===== src/rtl/mem_port_arbiter_if.sv =====
// ============================================================================
// Module      : mem_port_arbiter_pkg / mem_port_arbiter_if
// Description : Shared types and the requester/memory bus bundle for the
//               fetch/load-store memory port arbiter.
// Revision    : 1.0 - initial release
// ============================================================================
`default_nettype none

package mem_port_arbiter_pkg;
    typedef logic [31:0] cpu_word;
    typedef logic [1:0]  mem_mode;

    localparam mem_mode MEM_W = 2'd0;
    localparam mem_mode MEM_H = 2'd1;
    localparam mem_mode MEM_B = 2'd2;
endpackage

interface mem_port_arbiter_if #(
    parameter int ADDR_W = 32
);
    import mem_port_arbiter_pkg::*;

    logic              if_req;
    logic [ADDR_W-1:0] if_addr;
    logic              if_ack;
    cpu_word           if_rdata;

    logic              ls_req;
    logic              ls_we;
    mem_mode           ls_mode;
    logic [ADDR_W-1:0] ls_addr;
    cpu_word           ls_wdata;
    logic              ls_ack;
    cpu_word           ls_rdata;

    logic              mem_en;
    logic              mem_we;
    logic [ADDR_W-1:0] mem_addr;
    cpu_word           mem_wdata;
    cpu_word           mem_rdata;
    logic              mem_ready;

    // master: the arbiter itself; slave: requesters plus memory around it
    modport master (
        input  if_req, if_addr, ls_req, ls_we, ls_mode, ls_addr, ls_wdata,
        input  mem_rdata, mem_ready,
        output if_ack, if_rdata, ls_ack, ls_rdata,
        output mem_en, mem_we, mem_addr, mem_wdata
    );

    modport slave (
        output if_req, if_addr, ls_req, ls_we, ls_mode, ls_addr, ls_wdata,
        output mem_rdata, mem_ready,
        input  if_ack, if_rdata, ls_ack, ls_rdata,
        input  mem_en, mem_we, mem_addr, mem_wdata
    );
endinterface

`default_nettype wire


===== src/rtl/mem_port_arbiter.sv =====
// ============================================================================
// Module      : mem_port_arbiter
// Description : Shares one word-wide memory port between instruction fetch
//               and load/store, with sub-word loads and read-modify-write
//               sub-word stores.
// Revision    : 1.0 - initial release
// ============================================================================
`default_nettype none

module mem_port_arbiter
    import mem_port_arbiter_pkg::*;
#(
    parameter int ADDR_W = 32
) (
    input  logic                clk,
    input  logic                rst,
    mem_port_arbiter_if.master  bus
);

    typedef enum logic [2:0] {
        IDLE   = 3'd0,
        FETCH  = 3'd1,
        LOAD   = 3'd2,
        RMW_RD = 3'd3,
        RMW_WR = 3'd4,
        STORE  = 3'd5,
        DONE   = 3'd6
    } state_t;

    state_t            r_state;
    logic              r_last_ls;
    logic              r_mem_en;
    logic              r_mem_we;
    logic [ADDR_W-1:0] r_mem_addr;
    cpu_word           r_mem_wdata;
    logic              r_if_ack;
    logic              r_ls_ack;
    cpu_word           r_if_rdata;
    cpu_word           r_ls_rdata;

    logic w_contest;
    logic w_grant_ls;
    logic w_grant_if;
    logic w_ls_sub;
    logic w_unused_bits;

    // On contention the requester that did not win last time goes first
    assign w_contest     = bus.if_req && bus.ls_req;
    assign w_grant_ls    = bus.ls_req && (!bus.if_req || !r_last_ls);
    assign w_grant_if    = bus.if_req && !w_grant_ls;
    assign w_ls_sub      = (bus.ls_mode == MEM_H) || (bus.ls_mode == MEM_B);
    assign w_unused_bits = &{1'b0, bus.if_addr[1:0]};

    function automatic cpu_word extract_lane(input cpu_word w, input logic [1:0] lane,
                                             input mem_mode mode);
        cpu_word res;
        res = w;
        case (mode)
            MEM_H: res = lane[1] ? {16'h0000, w[31:16]} : {16'h0000, w[15:0]};
            MEM_B: begin
                case (lane)
                    2'd0:    res = {24'h000000, w[7:0]};
                    2'd1:    res = {24'h000000, w[15:8]};
                    2'd2:    res = {24'h000000, w[23:16]};
                    default: res = {24'h000000, w[31:24]};
                endcase
            end
            default: res = w;
        endcase
        return res;
    endfunction

    function automatic cpu_word merge_lane(input cpu_word w, input cpu_word wd,
                                           input logic [1:0] lane, input mem_mode mode);
        cpu_word res;
        res = wd;
        case (mode)
            MEM_H: res = lane[1] ? {wd[15:0], w[15:0]} : {w[31:16], wd[15:0]};
            MEM_B: begin
                case (lane)
                    2'd0:    res = {w[31:8], wd[7:0]};
                    2'd1:    res = {w[31:16], wd[7:0], w[7:0]};
                    2'd2:    res = {w[31:24], wd[7:0], w[15:0]};
                    default: res = {wd[7:0], w[23:0]};
                endcase
            end
            default: res = wd;
        endcase
        return res;
    endfunction

    always_ff @(posedge clk) begin
        if (rst) begin
            r_state     <= IDLE;
            r_last_ls   <= 1'b0;
            r_mem_en    <= 1'b0;
            r_mem_we    <= 1'b0;
            r_mem_addr  <= '0;
            r_mem_wdata <= '0;
            r_if_ack    <= 1'b0;
            r_ls_ack    <= 1'b0;
            r_if_rdata  <= '0;
            r_ls_rdata  <= '0;
        end else begin
            case (r_state)
                IDLE: begin
                    if (w_grant_ls) begin
                        if (w_contest) r_last_ls <= 1'b1;
                        r_mem_en   <= 1'b1;
                        r_mem_addr <= {bus.ls_addr[ADDR_W-1:2], 2'b00};
                        if (bus.ls_we && !w_ls_sub) begin
                            r_mem_we    <= 1'b1;
                            r_mem_wdata <= bus.ls_wdata;
                            r_state     <= STORE;
                        end else begin
                            r_mem_we <= 1'b0;
                            r_state  <= bus.ls_we ? RMW_RD : LOAD;
                        end
                    end else if (w_grant_if) begin
                        if (w_contest) r_last_ls <= 1'b0;
                        r_mem_en   <= 1'b1;
                        r_mem_we   <= 1'b0;
                        r_mem_addr <= {bus.if_addr[ADDR_W-1:2], 2'b00};
                        r_state    <= FETCH;
                    end
                end
                FETCH: begin
                    if (bus.mem_ready) begin
                        r_if_rdata <= bus.mem_rdata;
                        r_mem_en   <= 1'b0;
                        r_if_ack   <= 1'b1;
                        r_state    <= DONE;
                    end
                end
                LOAD: begin
                    if (bus.mem_ready) begin
                        r_ls_rdata <= extract_lane(bus.mem_rdata, bus.ls_addr[1:0], bus.ls_mode);
                        r_mem_en   <= 1'b0;
                        r_ls_ack   <= 1'b1;
                        r_state    <= DONE;
                    end
                end
                RMW_RD: begin
                    // mem_en stays high: the write phase follows back to back
                    if (bus.mem_ready) begin
                        r_mem_we    <= 1'b1;
                        r_mem_wdata <= merge_lane(bus.mem_rdata, bus.ls_wdata,
                                                  bus.ls_addr[1:0], bus.ls_mode);
                        r_state     <= RMW_WR;
                    end
                end
                RMW_WR, STORE: begin
                    if (bus.mem_ready) begin
                        r_mem_en <= 1'b0;
                        r_mem_we <= 1'b0;
                        r_ls_ack <= 1'b1;
                        r_state  <= DONE;
                    end
                end
                DONE: begin
                    r_if_ack <= 1'b0;
                    r_ls_ack <= 1'b0;
                    r_state  <= IDLE;
                end
                default: r_state <= IDLE;
            endcase
        end
    end

    assign bus.mem_en    = r_mem_en;
    assign bus.mem_we    = r_mem_we;
    assign bus.mem_addr  = r_mem_addr;
    assign bus.mem_wdata = r_mem_wdata;
    assign bus.if_ack    = r_if_ack;
    assign bus.ls_ack    = r_ls_ack;
    assign bus.if_rdata  = r_if_rdata;
    assign bus.ls_rdata  = r_ls_rdata;

endmodule

`default_nettype wire


===== src/flat_wrapper.sv =====
// flat-port wrapper written by rule: the top's interface ports become plain ports
module mem_port_arbiter_flat import mem_port_arbiter_pkg::*;
#(
    parameter int ADDR_W = 32
)
  (clk, rst, bus_if_req, bus_if_addr, bus_ls_req, bus_ls_we, bus_ls_mode, bus_ls_addr, bus_ls_wdata, bus_mem_rdata, bus_mem_ready, bus_if_ack, bus_if_rdata, bus_ls_ack, bus_ls_rdata, bus_mem_en, bus_mem_we, bus_mem_addr, bus_mem_wdata);
  mem_port_arbiter_if #(.ADDR_W(ADDR_W)) bus_i ();
  input  logic clk;
  input  logic rst;
  input wire logic [$bits(bus_i.if_req)-1:0] bus_if_req;
  input wire logic [$bits(bus_i.if_addr)-1:0] bus_if_addr;
  input wire logic [$bits(bus_i.ls_req)-1:0] bus_ls_req;
  input wire logic [$bits(bus_i.ls_we)-1:0] bus_ls_we;
  input wire logic [$bits(bus_i.ls_mode)-1:0] bus_ls_mode;
  input wire logic [$bits(bus_i.ls_addr)-1:0] bus_ls_addr;
  input wire logic [$bits(bus_i.ls_wdata)-1:0] bus_ls_wdata;
  input wire logic [$bits(bus_i.mem_rdata)-1:0] bus_mem_rdata;
  input wire logic [$bits(bus_i.mem_ready)-1:0] bus_mem_ready;
  output wire logic [$bits(bus_i.if_ack)-1:0] bus_if_ack;
  output wire logic [$bits(bus_i.if_rdata)-1:0] bus_if_rdata;
  output wire logic [$bits(bus_i.ls_ack)-1:0] bus_ls_ack;
  output wire logic [$bits(bus_i.ls_rdata)-1:0] bus_ls_rdata;
  output wire logic [$bits(bus_i.mem_en)-1:0] bus_mem_en;
  output wire logic [$bits(bus_i.mem_we)-1:0] bus_mem_we;
  output wire logic [$bits(bus_i.mem_addr)-1:0] bus_mem_addr;
  output wire logic [$bits(bus_i.mem_wdata)-1:0] bus_mem_wdata;
  assign bus_i.if_req = bus_if_req;
  assign bus_i.if_addr = bus_if_addr;
  assign bus_i.ls_req = bus_ls_req;
  assign bus_i.ls_we = bus_ls_we;
  assign bus_i.ls_mode = bus_ls_mode;
  assign bus_i.ls_addr = bus_ls_addr;
  assign bus_i.ls_wdata = bus_ls_wdata;
  assign bus_i.mem_rdata = bus_mem_rdata;
  assign bus_i.mem_ready = bus_mem_ready;
  assign bus_if_ack = bus_i.if_ack;
  assign bus_if_rdata = bus_i.if_rdata;
  assign bus_ls_ack = bus_i.ls_ack;
  assign bus_ls_rdata = bus_i.ls_rdata;
  assign bus_mem_en = bus_i.mem_en;
  assign bus_mem_we = bus_i.mem_we;
  assign bus_mem_addr = bus_i.mem_addr;
  assign bus_mem_wdata = bus_i.mem_wdata;
  mem_port_arbiter #(.ADDR_W(ADDR_W)) u_core (.clk(clk), .rst(rst), .bus(bus_i));
endmodule

===== config.mk =====
export PLATFORM = sky130hd
export DESIGN_NAME = mem_port_arbiter_flat
export DESIGN_NICKNAME = d
export VERILOG_FILES = /design/src/rtl/mem_port_arbiter_if.sv /design/src/rtl/mem_port_arbiter.sv /design/src/flat_wrapper.sv
export SDC_FILE = /design/constraint.sdc
export NUM_CORES = 1
export LEC_CHECK = 0
export CAP_MARGIN = 5
export CORE_UTILIZATION = 34
export DETAILED_ROUTE_END_ITERATION = 10
export PLACE_DENSITY_LB_ADDON = 0.08
export SLEW_MARGIN = 5
export SYNTH_ARGS = -nofsm -noshare
export SYNTH_HDL_FRONTEND = slang
export SYNTH_SLANG_ARGS = --single-unit

===== constraint.sdc =====
create_clock -name clk -period 3.02 [get_ports clk]
set_input_delay 0.302 -clock clk [delete_from_list [all_inputs] [get_ports clk]]
set_output_delay 0.302 -clock clk [all_outputs]
set_load 0.01 [all_outputs]

## After elaboration in Yosys (flattened, before gate mapping)

Cells that the tools add are included.

| word-level totals | value |
|---|---|
| bits in registers | 136 |
| input bits | 136 |

| operators by class | value |
|---|---|
| reductions and logical operators | 31 |
| equal/unequal tests | 18 |
| muxes and demuxes | 34 |

Operators by type and width:

| cell | count |
|---|---|
| 2-to-1 mux 32 bit | 6 |
| one-hot mux 32 bit (2 select lines) | 3 |
| one-hot mux 32 bit (3 select lines) | 1 |
| one-hot mux 8 bit (3 select lines) | 1 |
| 2-to-1 mux 16 bit | 1 |
| 2-to-1 mux 3 bit | 5 |
| 2-to-1 mux 1 bit | 12 |
| AND reduction 2 bit | 5 |
| nonzero test 2 bit | 5 |
| equality test 3 bit (second input constant) | 3 |
| one-hot mux 3 bit (3 select lines) | 1 |
| AND reduction 3 bit | 3 |
| != test 2 x 1 -> 1 bit (second input constant) | 4 |
| AND reduction 4 bit | 2 |
| equality test 3 x 2 -> 1 bit (second input constant) | 2 |
| != test 2 bit (second input constant) | 3 |
| one-hot mux 1 bit (2 select lines) | 3 |
| equality test 2 x 1 -> 1 bit (second input constant) | 2 |
| equality test 2 bit (second input constant) | 2 |
| logical AND 1 bit | 4 |
| zero test 1 bit | 4 |
| OR reduction 4 bit | 1 |
| equality test 3 x 1 -> 1 bit (second input constant) | 1 |
| zero test 3 bit | 1 |
| other kinds (7) | 8 |

## Logic depth before layout (Yosys ltp)

| logic depth | value |
|---|---|
| depth after elaboration | 8 |
| mapped depth | 8 |

## Worst setup path after synthesis

OpenSTA, ideal clock, no wires.

| timing | value |
|---|---|
| kind | input -> register |
| from | input port bus_ls_mode[0] |
| to | register u_core.r_mem_wdata[30], in the netlist u_core.bus.mem_wdata[30] |
| cell stages on the path | 8 |
| setup slack | 1.121 ns |
| arrival time | 1.771 ns |
| path buffers | 2 |
| setup time | 0.128 ns |
| cells stage by stage | inv_1 -> ha_1 -> and4bb_2 -> buf_2 -> clkbuf_1 -> o21ai_0 -> a21oi_1 -> o32ai_2 |

| on the way | value |
|---|---|
| longest elaborated chain between the ends | 6 |
| elaborated cells between the ends (all ways) | 10 |
| classes of those cells | eq/ne (3); mux (3); reduce/logical (4) |

Ends and longest elaborated chain:

| item | line | source |
|---|---|---|
| start, declared | flat_wrapper.sv:14 | `input wire logic [$bits(bus_i.ls_mode)-1:0] bus_ls_mode;` |
| equality test 2 x 1 -> 1 bit / equality test 2 bit (equally long branches) | mem_port_arbiter.sv:51, mem_port_arbiter.sv:77 |  |
| logical OR 1 bit | mem_port_arbiter.sv:51 | `assign w_ls_sub = (bus.ls_mode == MEM_H) \|\| (bus.ls_mode == MEM_B);` |
| zero test 1 bit | mem_port_arbiter.sv:111 | `if (bus.ls_we && !w_ls_sub) begin` |
| logical AND 1 bit | mem_port_arbiter.sv:111 |  |
| != test 2 x 1 -> 1 bit (no source line) | - |  |
| AND reduction 4 bit (no source line) | - |  |
| end signal, assigned | mem_port_arbiter.sv:113 | `r_mem_wdata <= bus.ls_wdata;` |
| end signal, assigned | mem_port_arbiter.sv:147 | `r_mem_wdata <= merge_lane(bus.mem_rdata, bus.ls_wdata,` |
| end, declared | mem_port_arbiter.sv:35 | `cpu_word r_mem_wdata;` |

Parallel ways exist; a longest one is shown, timed or not. The select of a mux whose other input is x is not followed.
A chain may end at the register's enable or synchronous reset.

## Worst setup path in the final report

| timing | value |
|---|---|
| from | input port bus_ls_mode[0] |
| to | register u_core.r_ls_rdata[5], in the netlist u_core.bus.ls_rdata[5] |

| on the way | value |
|---|---|
| longest elaborated chain between the ends | 2 |
| elaborated cells between the ends (all ways) | 3 |
| classes of those cells | eq/ne (2); mux (1) |

Ends and longest elaborated chain:

| item | line | source |
|---|---|---|
| equality test 2 bit / equality test 2 x 1 -> 1 bit (equally long branches) | mem_port_arbiter.sv:58 | `case (mode)` |
| one-hot mux 32 bit (2 select lines) (*) | mem_port_arbiter.sv:58 |  |
| end signal, assigned | mem_port_arbiter.sv:137 | `r_ls_rdata <= extract_lane(bus.mem_rdata, bus.ls_addr[1:0], bus.ls_mode);` |
| end, declared | mem_port_arbiter.sv:39 | `cpu_word r_ls_rdata;` |

Mark *: on every way between the ends. The rest lies on a longest branch, timed or not.

==> summary.md <==
| Metric | Value |
|---|---|
| Status | `completed` |
| Distinct cells, synth | `53` |
| CP Cell Sequence | `clkdlybuf4s50_1 > inv_1 > ha_1 > buf_4 > a211oi_2 > a221oi_1 > a211oi_1` |
| Vias | `between 6000 and 7000` |
| # nets final | `1135` |
| Number of post-CTS setup repair buffers | `0` |
| Yosys warnings | `0` |
| Max FO, Critical Path | `28` |
| Final period util | `around 73%` |
| Antenna Cells | `0` |
| Routed Antenna Nets | `0` |
| Starting Density | `34.7%` |
| Net Sw Frac | `roughly a third` |
| Flop pwr share | `about a third` |
| Vias per cell | `5.34` |
| Hold Crit Depth | `2` |
| Switching pwr | `2.45 mW` |
| CP bufs+invs | `3` |
| Detail Placement HPWL | `16.8 mm` |
| Synth Cell Area | `0.00652 mm²` |
| Final hold vios | `0` |
| Worst setup EP type | `register` |
| WL/cell | `approximately 19 µm` |
| Largest net degree at the start of global routing | `76` |
| Global route overflow | `0` |
| Clock tree buffer depth | `2` |
| Leak | `3.40 nW` |
| Worst EP required | `~3.3 ns` |
| RR Endpoint | `u_core.bus.mem_addr[27]` |
| Sink Count | `about 130` |
| Post-Syn Area per Cell | `8.45 µm²` |
| # setup viols final | `0` |
| Final Slew Violations | `0` |
| Max cap viols | `0` |
| Residual DRC count | `0` |
| GR Util All Layers | `23.5%` |
| Logic pwr share | `between 30% and 40%` |
| Die Width | `140 µm` |
| Share of cells above drive strength 1 | `around 8.8%` |
| CTS tree | `built` |
| Die height | `~140 µm` |
| Worst Hold End | `u_core.bus.if_ack` |
| Clk Latency, worst-skew pair | `~0.42 ns` |
| Initial antenna violation count | `0` |
| Nature of the critical path startpoint | `primary input` |
| Io pins | `roughly 270` |
| DRT Pass-1 Iters | `4` |
| Hold Path Origin | `rst` |
| Die area | `just under 0.02 mm²` |
| Pint | `approximately 4.8 mW` |
| Commonest non-fill, non-tap cells in the layout | `clkdlybuf4s50_1, dfxtp_1, nand2_1` |
| Initial DRC Count | `around 500` |
| H-tree depth | `4` |
| Pwr/cell area | `approximately 730 mW/mm²` |
| Fin Setup TNS | `0 ns` |
| Reg2Reg Depth | `4` |
| Slew @ Worst Pin | `around 1.0 ns` |
| RSZ-0062 raised after global routing | `false` |
| IO Port Bufs | `approximately 260` |
| DP Area | `0.00927 mm²` |
| #FFs+latches synth | `roughly 130` |
| Max Fclk | `approximately 450 MHz` |
| FP Rows | `50` |
| Root cell of the clock tree | `clkbuf_16` |
| RePlAce Congestion | `about 0.82` |
| Vias in the first global route | `~6200` |
| Utilization of the core after routing | `52.4%` |
| CP Class | `primary input to register` |
| Routed wire length | `23.2 mm` |
| Slowest stage delay, CP | `0.49 ns` |
| Cells after Synth | `~770` |
| Max IR drop VDD | `around 0.44 mV` |
| Post-synth EDFFs | `0` |
| Slew HR | `approximately a third` |
| Post-CTS Resized | `0` |
| Family with the most delay on the worst path | `compound AO/OA/AOI/OAI gates` |
| Syn-to-layout area delta | `50.9%` |
| Layout Skew | `about 0.0058 ns` |
| Clock transition at path regs | `approximately 0.06 ns` |
| CP arrival | `around 2.5 ns` |
| Post-synth top flop | `dfxtp_1` |
| Clock power frac | `about 28%` |
| Asr flop ratio synth | `0%` |
| Hold Crit Class | `primary input to register` |
| Slowest stage cell on the critical path | `clkdlybuf4s50_1` |
| Commonest non-fill, non-tap cell in the layout | `clkdlybuf4s50_1` |
| Min cycle time layout | `2.20 ns` |
| Core ar. | `between 0.015 and 0.02 mm²` |
| Reg2reg start | `u_core.r_state[1]` |
| Fin area | `roughly 0.0098 mm²` |
| Fill count | `1819` |
| Num CTS Buffers | `17` |
| Register area share after synthesis | `between 40% and 50%` |
| Global-route wire length before repair | `35.5 mm` |
| Hold Buf Count CTS | `0` |
| Reg2reg setup slack | `about 0.86 ns` |
layout make-up:
cell class                      instances  area [µm²]  area share (%)
Clock buffer                           24         502            5.10
Clock inverter                          7        70.1           0.712
Inverter                               15        56.3           0.572
Multi-Input combinational cell        547        3460            35.2
Sequential cell                       134        2680            27.3
Tap cell                              234         293            2.98
Timing Repair Buffer                  282        2770            28.2
synthesized netlist by cell type, types with 14 or more instances:
master,n,area [µm²]
a211oi_1,47,353
inv_1,14,52.6
mux2i_1,38,380
a21oi_1,86,430
nand2_1,95,357
nand3_1,17,85.1
buf_2,20,100
clkbuf_1,45,169
o21ai_0,26,130
a221oi_1,24,210
nor2_1,72,270
mux2_2,16,180
dfxtp_1,134,2680
worst max-delay path by stage:
stage | start | endpoint | slack (ns) | depth (start not counted)
global placement | bus_ls_mode[0] | u_core.bus.ls_rdata[5] | 0.45 | 7
CTS | bus_ls_mode[0] | u_core.bus.ls_rdata[5] | 0.85 | 7
floorplan | bus_ls_mode[0] | u_core.bus.mem_wdata[30] | 1.12 | 8
global route | u_core.r_state[1] | u_core.bus.mem_addr[31] | 0.60 | 4
detailed placement | bus_ls_mode[0] | u_core.bus.mem_wdata[30] | 0.42 | 8
finish | bus_ls_mode[0] | u_core.bus.ls_rdata[5] | 0.82 | 7
stage by stage:
step | total power [mW] | setup WS (ns) | instances | hold slack (ns)
floorplan | 3.94 | 1.12 | 773 | 0.438
global placement | 5.23 | 0.454 | 1212 | 0.437
detailed placement | 5.24 | 0.424 | 1212 | 0.443
CTS | 7.27 | 0.848 | 1243 | 0.430
global route | 7.62 | 0.597 | 1243 | 0.463
finish | 7.20 | 0.818 | 1243 | 0.422
per-layer routing:
metal	global-route usage, %	part of all wire, %	up-vias
met5	0	0	-
li1	-	-	3275
met3	6.91	7.3	17
met2	36.6	45	200
met1	31.5	46	3149
met4	6.24	1.1	0
power by group through the flow:
stage / Sequential [mW] / Combinational (mW) / Clock (mW)
2_1_floorplan: 2.59 / 1.35 / 0
3_3_place_gp: 2.47 / 2.75 / 0
3_5_place_dp: 2.48 / 2.75 / 0
4_1_cts: 2.45 / 2.76 / 2.06
5_1_grt: 2.51 / 2.99 / 2.12
6_report: 2.45 / 2.74 / 2.02
kinds of logic (layout without fill, tap and decap cells):
kind of cell             after synthesis  in the layout  synth area share, %
AO/OA/AOI/OAI                        239            239                 25.4
AND/OR/NAND/NOR                      248            248                 18.0
XOR/XNOR                               2              2                0.269
flip-flops                           134            134                 41.1
buffers and inverters                 92            328                 6.14
other                                  1              2               0.0575
adder cells (fa/ha/maj)                2              2                0.384
multiplexers                          54             54                 8.60
sequential cells by signal, summed over array words and instances (netlist names), 3 cells and up:
register,flops
u_core.bus.if_rdata,32
u_core.bus.ls_rdata,32
u_core.bus.mem_addr,30
u_core.bus.mem_wdata,32
u_core.r_state,3
worst register-to-register path: cells and delay by family (launching register included):
kind,cells,cell delay (ns)
flip-flops,1,0.50
AND/OR/NAND/NOR,3,1.33
AO/OA/AOI/OAI,1,0.24
(Power assumes the default switching activity.)
==> RTL edit: new RTL, same settings <==
`ADDR_W` is set to 32 in 3 places; all go to 48.
--- a/src/rtl/mem_port_arbiter_if.sv
+++ b/src/rtl/mem_port_arbiter_if.sv
@@ -16,7 +16,7 @@
 endpackage
 
 interface mem_port_arbiter_if #(
-    parameter int ADDR_W = 32
+    parameter int ADDR_W = 48
 );
     import mem_port_arbiter_pkg::*;
 
--- a/src/rtl/mem_port_arbiter.sv
+++ b/src/rtl/mem_port_arbiter.sv
@@ -10,7 +10,7 @@
 module mem_port_arbiter
     import mem_port_arbiter_pkg::*;
 #(
-    parameter int ADDR_W = 32
+    parameter int ADDR_W = 48
 ) (
     input  logic                clk,
     input  logic                rst,
--- a/src/flat_wrapper.sv
+++ b/src/flat_wrapper.sv
@@ -1,7 +1,7 @@
 // flat-port wrapper written by rule: the top's interface ports become plain ports
 module mem_port_arbiter_flat import mem_port_arbiter_pkg::*;
 #(
-    parameter int ADDR_W = 32
+    parameter int ADDR_W = 48
 )
   (clk, rst, bus_if_req, bus_if_addr, bus_ls_req, bus_ls_we, bus_ls_mode, bus_ls_addr, bus_ls_wdata, bus_mem_rdata, bus_mem_ready, bus_if_ack, bus_if_rdata, bus_ls_ack, bus_ls_rdata, bus_mem_en, bus_mem_we, bus_mem_addr, bus_mem_wdata);
   mem_port_arbiter_if #(.ADDR_W(ADDR_W)) bus_i ();
Interface: changed (resized bus_if_addr, bus_ls_addr and bus_mem_addr); port bits go from 268 to 316. The function was not compared with the original's and may differ.
==> RTL edit against the original RTL <==
Routed wire length is 9.8% higher; power increased by 19%; area after synthesis grew 11%; worst setup slack worse by 0.075 ns; via count grew 9.4%; cell area rose by 13%; sequential cell count rose by 16.
==> RTL edit: results (changes against the original RTL) <==
| Metric | Value |
|---|---|
| Synth area leaders | dfxtp_1 (42%), mux2i_1 (7.5%), a211oi_1 (6.5%) |
| Number of flip-flops in the largest register | 46 |
| Hold EP | u_core.r_last_ls |
| CP max FO | 8 (-71%) |
| Pin count of the biggest net entering global routing | 94 (+24%) |
| Dpl cells | 1364 (+13%) |
| Status | finished clean |
| Pre-Repair DR Iteration Count | 5 (+1) |
| Setup repair bufs after CTS | 0 (unchanged) |
| GRT met3 Usage | 0.0664 (-0.00270) |
| Leak | 0.00392 uW (+15%) |
| Post-layout nets | 1283 (+13%) |
| All-Layer GR Usage | 0.232 (-0.00300) |
| Initial antenna violation count | 4 (+4) |
| Met2 GRT Util | 0.369 (+0.00381) |
| Reg-to-reg endpoint | u_core.bus.mem_wdata[30] |
| Layout cells sized above 1 | 0.0782 (-0.00998) |
| Syn Inst Count | 845 (+9.5%) |
| Port Buffers | 311 (+18%) |
| DP Wirelength | 18.6 mm (+11%) |
| Met1 Resource Use GR | 0.309 (-0.00591) |
| Post-synthesis xor/xnor area fraction | 0.00121 (-0.00147) |
| Clock transition at the registers of the reported paths | 0.06 ns (about the same) |
| Reg2reg setup slack | 0.87 ns |
| Unique masters post-synth | 49 (-7.5%) |
| Post-synthesis compound-gate area fraction | 0.246 (-0.00755) |
| H-tree Lvls | 4 (unchanged) |
| Vias | 7262 (+9.4%) |
| Top post-synthesis cells by count | dfxtp_1 (150), nand2_1 (96), nor2_1 (90) |
| Max-slew headroom | 0.478 (+0.153) |
| VDD IR-drop max | 0.000500 V (+14%) |
| Adder-cell share of the synthesized area | 0.00347 (-0.000369) |
| Placed inst area | 0.0105 mm^2 (+13%) |
| Vias per cell | 5.19 (-2.8%) |
| Sequential element share of the synthesized area | 0.416 (+0.00487) |
| RD Place Congestion | 0.804 (-1.7%) |
| Synth warn | 0 (unchanged) |
| Vias in the first global route | 6713 (+8.1%) |
| Post-CTS Resized | 0 (unchanged) |
| Max Clock Skew | 0.00514 ns (-0.000648 ns) |
| Post-synthesis mux area share | 0.0999 (+0.0139) |
| Clk Latency, worst-skew pair | 0.42 ns (about the same) |
| Routed wire length | 25.5 mm (+9.8%) |
| Worst EP arrival | 2.60 ns (+0.08 ns) |
| RR Startpoint | u_core.r_state[1] |
| R2r worst-path depth | 4 (unchanged) |
| WHS Path Cells | 2 (unchanged) |
| Starting DRT DRC Count | 420 (-16%) |
| First-pass GRT wire length | 39.2 mm (+10%) |
| Switch share | 0.329 (-0.0104) |
## RTL edit: kinds of logic (layout without fill, tap and decap cells)
| logic type | count (synthesis) | in the layout |
|---|---|---|
| buffers and inverters | 98 | 377 |
| muxes | 70 | 70 |
| DFF | 150 | 150 |
| other | 1 | 5 |
| adders and majority gates | 2 | 2 |
| AOI/OAI and AO/OA | 256 | 256 |
| and+or+nand+nor | 267 | 267 |
| xor gates and xnor gates | 1 | 1 |
## RTL edit: through the flow
| step | worst slack [ns] | hold slack [ns] | power [uW] |
|---|---|---|---|
| after floorplan | 1.15 | 0.438 | 4590 |
| after global placement | 0.417 | 0.438 | 6130 |
| after detailed placement | 0.345 | 0.444 | 6160 |
| after CTS | 0.755 | 0.413 | 8670 |
| after global routing | 0.562 | 0.463 | 9090 |
| final | 0.743 | 0.417 | 8580 |
## RTL edit: area by class of cell
type	count	area, um^2
well taps	270	338
multi-input cells	598	3800
clock buffers	19	433
repair buffers	331	3270
diodes	3	7.51
inverters	15	56.3
clock inverters	12	249
flip-flops and latches	150	3000
fillers	1945	9340
## RTL edit: per-layer routing
| layer | routed length, um | vias up |
|---|---|---|
| li1 | - | 3625 |
| met1 | 11400 | 3412 |
| met2 | 12200 | 206 |
| met3 | 1580 | 17 |
| met4 | 276 | 2 |
| met5 | 13 | - |
## RTL edit: how the worst max path moves through the flow
stage                                    end  slack (ns)      startpoint
floorplan           u_core.bus.mem_wdata[30]        1.15  bus_ls_mode[0]
global placement     u_core.bus.mem_wdata[3]        0.42  bus_ls_mode[0]
detailed placement   u_core.bus.mem_wdata[2]        0.34  bus_ls_mode[0]
CTS                  u_core.bus.mem_wdata[2]        0.75  bus_ls_mode[0]
global route         u_core.bus.mem_wdata[2]        0.56  bus_ls_mode[0]
finish               u_core.bus.mem_wdata[2]        0.74  bus_ls_mode[0]
## RTL edit: critical path: stages
cell and delay (ns):
clkdlybuf4s50_1 0.48, inv_1 0.05, ha_1 0.40, nand4bb_1 0.40, a211oi_2 0.57, nand2_1 0.11, a311oi_1 0.28
## RTL edit: power groups by stage
| stage | sequential (uW) | combinational [uW] | clock (uW) |
|---|---|---|---|
| 2_1_floorplan | 2990 | 1600 | 0 |
| 3_3_place_gp | 2850 | 3290 | 0 |
| 3_5_place_dp | 2850 | 3310 | 0 |
| 4_1_cts | 2810 | 3320 | 2540 |
| 5_1_grt | 2870 | 3590 | 2630 |
| 6_report | 2810 | 3290 | 2480 |
